===== config.mk =====
export PLATFORM = sky130hd
export DESIGN_NAME = exp_sigmoid_div
export DESIGN_NICKNAME = d
export VERILOG_FILES = /design/src/rtl/exp_sigmoid_div.sv
export SDC_FILE = /design/constraint.sdc
export NUM_CORES = 1
export LEC_CHECK = 0
export BUFFER_PORTS_ARGS = -buffer_cell sky130_fd_sc_hd__buf_4
export CORE_ASPECT_RATIO = 0.5
export CORE_UTILIZATION = 60
export CTS_BUF_LIST = sky130_fd_sc_hd__clkbuf_4
export DETAILED_ROUTE_END_ITERATION = 8
export MAX_ROUTING_LAYER = met4
export PLACE_DENSITY_LB_ADDON = 0.2
export SLEW_MARGIN = 15
export SYNTH_ARGS = -nofsm -noshare
export SYNTH_HDL_FRONTEND = slang
export SYNTH_SLANG_ARGS = --single-unit

===== constraint.sdc =====
create_clock -name clk -period 2.42 [get_ports clk]
set_input_delay 0 -clock clk [delete_from_list [all_inputs] [get_ports clk]]
set_output_delay 0 -clock clk [all_outputs]
set_load 0.005 [all_outputs]

===== src/rtl/exp_sigmoid_div.sv =====
// -----------------------------------------------------------------------------
// exp_sigmoid_div
//
// Logistic normaliser for the neuron datapath. Takes a non-negative power
// value P (signed Q11.9) from the exponent stage and returns
// y = P / (P + 1.0) in Q11.9 using a FRAC_BITS-iteration restoring divider.
// Negative inputs are clamped to zero. The result always lies in [0, 511/512].
//
// Ports
//   clk        clock, rising edge
//   rst        synchronous active-high reset
//   in_valid   in_power carries an operand
//   in_ready   block can accept an operand (IDLE only)
//   in_power   signed Q11.9 power value
//   out_valid  out_y holds a finished result
//   out_ready  consumer accepts the result
//   out_y      signed Q11.9 result, never negative, always below 1.0
//   busy       a divide is in flight or its result is pending
//
// state | meaning
// ------+-------------------------------------------------------------
// IDLE  | waiting for an operand, in_ready high
// DIV   | one restoring-divide iteration per clock
// DONE  | result registered on out_y, waiting for the output handshake
// -----------------------------------------------------------------------------
module exp_sigmoid_div #(
  parameter int WIDTH     = 21,
  parameter int FRAC_BITS = 9
) (
  input  logic             clk,
  input  logic             rst,
  input  logic             in_valid,
  output logic             in_ready,
  input  logic [WIDTH-1:0] in_power,
  output logic             out_valid,
  input  logic             out_ready,
  output logic [WIDTH-1:0] out_y,
  output logic             busy
);

  // One extra bit over WIDTH: D = P + 1.0 can exceed the positive range of
  // WIDTH bits, and the doubled remainder must fit without wrapping.
  localparam int RW = WIDTH + 1;
  localparam int CW = (FRAC_BITS > 1) ? $clog2(FRAC_BITS) : 1;

  localparam logic [1:0] ST_IDLE = 2'd0;
  localparam logic [1:0] ST_DIV  = 2'd1;
  localparam logic [1:0] ST_DONE = 2'd2;

  localparam logic [RW-1:0] ONE      = {{(RW-FRAC_BITS-1){1'b0}}, 1'b1, {FRAC_BITS{1'b0}}};
  localparam logic [CW-1:0] CNT_LAST = CW'(FRAC_BITS - 1);

  logic [1:0]           state;
  logic [RW-1:0]        rem;
  logic [RW-1:0]        den;
  logic [FRAC_BITS-1:0] quo;
  logic [CW-1:0]        cnt;

  logic [WIDTH-1:0]     p_clamp;
  logic [RW-1:0]        p_ext;
  logic [RW-1:0]        rem_dbl;
  logic                 q_bit;
  logic [RW-1:0]        rem_next;
  logic [FRAC_BITS-1:0] quo_next;
  logic                 accept;
  logic                 release_out;

  // Handshake decode is from state (and reset) only, so there is no
  // combinational path from in_valid or out_ready to any output.
  assign in_ready    = (state == ST_IDLE) & ~rst;
  assign busy        = (state == ST_DIV) | (state == ST_DONE);
  assign accept      = in_valid & in_ready;
  assign release_out = out_valid & out_ready;

  // Operand conditioning: negative powers are meaningless here, treat as 0.
  assign p_clamp = in_power[WIDTH-1] ? '0 : in_power;
  assign p_ext   = {1'b0, p_clamp};

  // Restoring divide step. Starting with rem = P < den = P + 1.0 keeps
  // rem < den on every iteration, so the doubled remainder never overflows.
  assign rem_dbl  = rem << 1;
  assign q_bit    = (rem_dbl >= den);
  assign rem_next = q_bit ? (rem_dbl - den) : rem_dbl;
  assign quo_next = {quo[FRAC_BITS-2:0], q_bit};

  always_ff @(posedge clk) begin
    if (rst) begin
      state     <= ST_IDLE;
      rem       <= '0;
      den       <= '0;
      quo       <= '0;
      cnt       <= '0;
      out_valid <= 1'b0;
      out_y     <= '0;
    end else begin
      case (state)
        ST_IDLE: begin
          if (accept) begin
            rem   <= p_ext;
            den   <= p_ext + ONE;
            quo   <= '0;
            cnt   <= CNT_LAST;
            state <= ST_DIV;
          end
        end

        ST_DIV: begin
          rem <= rem_next;
          quo <= quo_next;
          if (cnt == '0) begin
            // Result lands on out_y only here; it is held until the next one.
            out_y     <= {{(WIDTH-FRAC_BITS){1'b0}}, quo_next};
            out_valid <= 1'b1;
            state     <= ST_DONE;
          end else begin
            cnt <= cnt - 1'b1;
          end
        end

        ST_DONE: begin
          if (release_out) begin
            out_valid <= 1'b0;
            state     <= ST_IDLE;
          end
        end

        default: begin
          out_valid <= 1'b0;
          state     <= ST_IDLE;
        end
      endcase
    end
  end

endmodule


Word-level counts from Yosys, hierarchy flattened

Index checks and enable logic that the tools add are counted.

Output and inout bits: 24
Flip-flop bits (word level): 66
Word-level logic and storage cells: 48
Input port bits: 25

Reduce and logical (&&, ||, !) cells: 9
Muxes and demuxes: 16
Magnitude comparators: 1
Bitwise operators: 6
$add $sub $neg: 3
Equality and inequality tests: 6

Operators with widths:

| operator                 | count |
|---|---|
| $mux W21                 | 2 |
| $pmux W21 S2             | 1 |
| $ge A22 B21 Y1           | 1 |
| $add A20 B10 Y21 const B | 1 |
| $sub A21 B21 Y21         | 1 |
| $mux W20                 | 1 |
| $pmux W8 S2              | 1 |
| $reduce_and A3 Y1        | 3 |
| $mux W4                  | 2 |
| $mux W8                  | 1 |
| $pmux W4 S2              | 1 |
| $mux W2                  | 3 |
| $ne A2 B2 Y1 const B     | 3 |
| $pmux W2 S3              | 1 |
| $reduce_and A2 Y1        | 3 |
| $logic_not A4 Y1         | 1 |
| $sub A4 B1 Y4 const B    | 1 |
| $and A1 B1 Y1            | 3 |
| $pmux W1 S3              | 1 |
| $eq A2 B1 Y1 const B     | 1 |
| $eq A2 B2 Y1 const B     | 1 |
| $logic_not A2 Y1         | 1 |
| $mux W1                  | 2 |
| $ne A2 B1 Y1 const B     | 1 |
| other kinds (3)          | 4 |

Longest topological paths before layout

Depth in word-level cells: 5
Gate-level depth with buffers: 11
Gate-level depth less buffers: 9

Worst setup path after synthesis

No wires, ideal clock.

Kind: flip-flop to flip-flop
Start: reg den[17]
End: reg rem[5]
Arrival: 2.006 ns
Path slack: 0.284 ns
Data required time: 2.290 ns
Buffers on the path: 2
Clock period less this slack: 2.136 ns
Setup time: 0.130 ns
Cell stages (with the launch flop): 12
Cells stage by stage: dfxtp_1 inv_1 ha_1 buf_2 and4_1 nand4_1 o21bai_1 and3_4 a21oi_4 buf_4 mux2i_1 o22ai_1

Longest elaborated chain between the ends: 3

RTL lines:

| item                   | line | RTL |
|---|---|---|
| from (decl)            | 55   | `logic [RW-1:0] den;` |
| from (signal assigned) | 100  | `den <= p_ext + ONE;` |
| $ge A22 B21 Y1         | 82   | `assign q_bit = (rem_dbl >= den);` |
| $mux W21               | 83   | `assign rem_next = q_bit ? (rem_dbl - den) : rem_dbl;` |
| $pmux W21 S2           | 96   | `case (state)` |
| to (signal assigned)   | 99   | `rem <= p_ext;` |
| to (signal assigned)   | 108  | `rem <= rem_next;` |
| to (decl)              | 54   | `logic [RW-1:0] rem;` |

No other way between the ends.
A chain may end at the register's enable or synchronous reset.

Worst setup path in the final report

Start: reg den[12]
End: reg rem[9]

Same word-level chain as after synthesis.

==> metrics.md <==
| Metric | Value |
|---|---|
| Placement row count | `22` |
| Avg WL per Cell | `about 19 µm` |
| Worst-margin pin slew | `roughly 0.8 ns` |
| Top post-synthesis cells by area | `dfxtp_1, ha_1, nand2_1` |
| # IOs | `49` |
| Core area | `approximately 0.0073 mm²` |
| Crit path required time | `2.73 ns` |
| Effective utilization at floorplan | `0.6221` |
| Final setup vio count | `5` |
| FF+latch count, synth | `between 60 and 70` |
| Inserted Clock Buffers | `9` |
| HPWL after detailed placement | `about 9500 µm` |
| Layout cells sized above 1 | `0.2468` |
| Status | `finished, violations left` |
| Post-route setup slack | `-0.06398 ns` |
| Largest net degree at the start of global routing | `64` |
| Synth Area in Compound Gates | `0.2529` |
| Mapped Area | `~0.0046 mm²` |
| Main combinational cell family by area after synthesis | `compound AO/OA/AOI/OAI gates` |
| Synth cell types | `66` |
| Synth top area share | `0.2890` |
| Pleak | `between 2 and 2.5 nW` |
| Clock Tree Root | `clkbuf_4` |
| IO buf count | `36` |
| Top-count cell post-synth | `nand2_1` |
| Crit-path max FO | `7` |
| Fin area | `between 0.005 and 0.006 mm²` |
| Inserted Diodes | `0` |
| Drt drc | `0` |
| Min-Delay Path Class | `in -> reg` |
| Routed WL | `approximately 15000 µm` |
| Syn Area/Cell | `between 7 and 8 µm²` |
| DRT Pass-1 Iters | `6` |
| CTS Buffer Depth | `2` |
| Most common library cells after synthesis | `nand2_1, dfxtp_1, a21oi_1` |
| Routability Congestion | `0.9913` |
| Worst Skew | `between 0.015 and 0.02 ns` |
| Dpl cells | `~740` |
| Worst path arrival time | `between 2 and 3 ns` |
| Synth Area in Simple Gates | `0.2230` |
| H-tree depth | `3` |
| Initial antenna violation count | `0` |
| RSZ-0062 raised after global routing | `yes` |
| Die area | `0.007994 mm²` |
| Crit. End Element | `register` |
| Seq/Total Area, Yosys | `0.2890` |
| Max VDD drop | `between 0.0007 and 0.0008 V` |
| Max cap viols | `0` |
| Fmax | `just over 0.4 GHz` |
| Syn Inst Count | `about 600` |
| Ys Warns | `0` |
| Clk pin slew, worst setup/hold paths | `0.12 ns` |
| Later-pin clock latency in the skew report | `~0.45 ns` |
| Worst slack at placement | `0.002043 ns` |
| Crit start category | `register` |
| Post-Synth XOR/XNOR Area | `0.04023` |
| Failing checks | `setup timing` |
| Period minus WS final | `around 2.5 ns` |
| Total power | `0.008468 W` |
| Post-DRT Antenna Nets | `0` |
| Area after DPL | `~0.0051 mm²` |
| CTS tree | `done` |
| Pwr/cell area | `about 1400 mW/mm²` |
| GRT Total Usage | `0.3543` |
| Initial DRC count | `roughly 640` |
| Post-synth top area cell | `dfxtp_1` |
| Post-synthesis async set-or-reset flop share | `0` |
| CTS sink count | `66` |
| Setup_tns | `-0.2171 ns` |
| Number of global-route vias before repair | `between 4000 and 5000` |
| Number of synthesized flops with an enable pin | `0` |
| Die width | `around 130 µm` |
| Vias per std cell | `~6.4` |
| Ys flop type | `dfxtp_1` |
| First-pass GRT wire length | `between 20000 and 25000 µm` |
| Crit Path Class | `reg -> reg` |
| Non-filler cells, final | `~790` |
| Chip Height | `~64 µm` |
| Slew HR | `0.4622` |
| Mux cell area share after synthesis | `0.03530` |
| Count of final hold-check violations | `0` |
| Synth-to-Final Area Change | `28.05%` |
| Adder-cell share of the synthesized area | `0.08101` |
| Slew Viols, Final | `0` |
| Final period util | `1.026` |
| Fin nets | `between 700 and 800` |
| GRT overflow | `0` |
| Routed vias | `5062` |
stage by stage:
stage / util / hold WS (ns)
finish: 0.7966 / 0.03873
global route: 0.7966 / 0.04512
CTS: 0.7504 / 0.003147
detailed placement: 0.6978 / 0.2322
global placement: 0.6978 / 0.2330
floorplan: - / 0.1257
cell type report:
cell class / instances / area [µm²]
multi-input combinational: 462 / 3148
fill: 469 / 1495
sequential: 66 / 1339
timing repair buffer: 119 / 983.4
inverter: 34 / 127.6
tap: 96 / 120.1
clock inverter: 7 / 68.82
clock buffer: 9 / 67.56
sequential cells by signal (all words and copies together) (netlist names):
signal and count:
quo 8, rem 21, cnt 4, out_valid 1, out_y 9, state 2
den 21
cell families after synthesis:
group           after synthesis
simple gates                211
compound gates              173
buf+inv                      77
flops                        66
fa+ha+maj                    29
xor+xnor                     21
mux                          16
other cells                   1
what timing repair did:
action | CTS | global route
cloned | 0 | 1
endpoints found under the setup margin | 1 | 24
endpoints found under the hold margin | 24 | 0
hold buffers | 21 | 0
gates resized for setup | 1 | 58
setup buffers | 5 | 11
pin swaps | 1 | 14
critical path, cell delays in order, from the launching register on:
cell,delay [ns]
dfxtp_1,0.40
inv_1,0.07
ha_1,0.30
and4_4,0.24
nand4_1,0.11
o21bai_1,0.18
and3_4,0.20
a21oi_4,0.26
clkbuf_16,0.22
mux2i_1,0.26
o22ai_1,0.12
where the power goes:
| group | leakage [nW] | internal [W] | switching, W | total (W) |
|---|---|---|---|---|
| Clock | 0.0737 | 0.000313 | 0.000455 | 0.000768 |
| Sequential | 0.543 | 0.00126 | 0.000169 | 0.00143 |
| Combinational | 1.77 | 0.00293 | 0.00334 | 0.00627 |
routing by layer:
layer,GRT usage,part of all wire,up-vias
li1,-,-,2306
met1,0.4656,0.41,2310
met2,0.5368,0.44,372
met3,0.09856,0.12,74
met4,0.08689,0.032,0
met5,-,0,-
final timing paths:
path | start | to | slack [ns] | depth (start not counted)
hold / removal | rst | den[0] | 0.04 | 3
setup reg to reg | den[12] | rem[9] | -0.06 | 10
setup / recovery | den[12] | rem[9] | -0.06 | 10
hold reg to reg | den[20] | den[20] | 0.45 | 2
cell usage in the layout (no fill, tap or decap), types with 3 or more instances in the layout:
| master | instances |
|---|---|
| a21oi_1 | 45 |
| or3_1 | 8 |
| nand3b_1 | 3 |
| dlygate4sd3_1 | 21 |
| a22oi_1 | 14 |
| nand4_1 | 7 |
| nand3_1 | 14 |
| o211ai_1 | 4 |
| a22o_1 | 6 |
| inv_1 | 25 |
| nand2b_1 | 8 |
| inv_2 | 9 |
| ha_4 | 12 |
| nor3_1 | 10 |
| mux2i_1 | 14 |
| xnor2_1 | 16 |
| buf_4 | 94 |
| a21oi_2 | 4 |
| o22ai_1 | 7 |
| o21a_1 | 5 |
| ha_1 | 15 |
| conb_1 | 12 |
| dfxtp_2 | 14 |
| and3_1 | 3 |
| nand2_1 | 76 |
| nor2_1 | 44 |
| xor2_1 | 5 |
| o31ai_1 | 7 |
| a311oi_1 | 6 |
| a211oi_1 | 10 |
| clkbuf_4 | 9 |
| and4_4 | 3 |
| o21ai_0 | 27 |
| nor2b_1 | 18 |
| a21o_1 | 6 |
| a221oi_1 | 5 |
| dfxtp_1 | 52 |
Note: power is estimated with default switching activity, not from simulation.
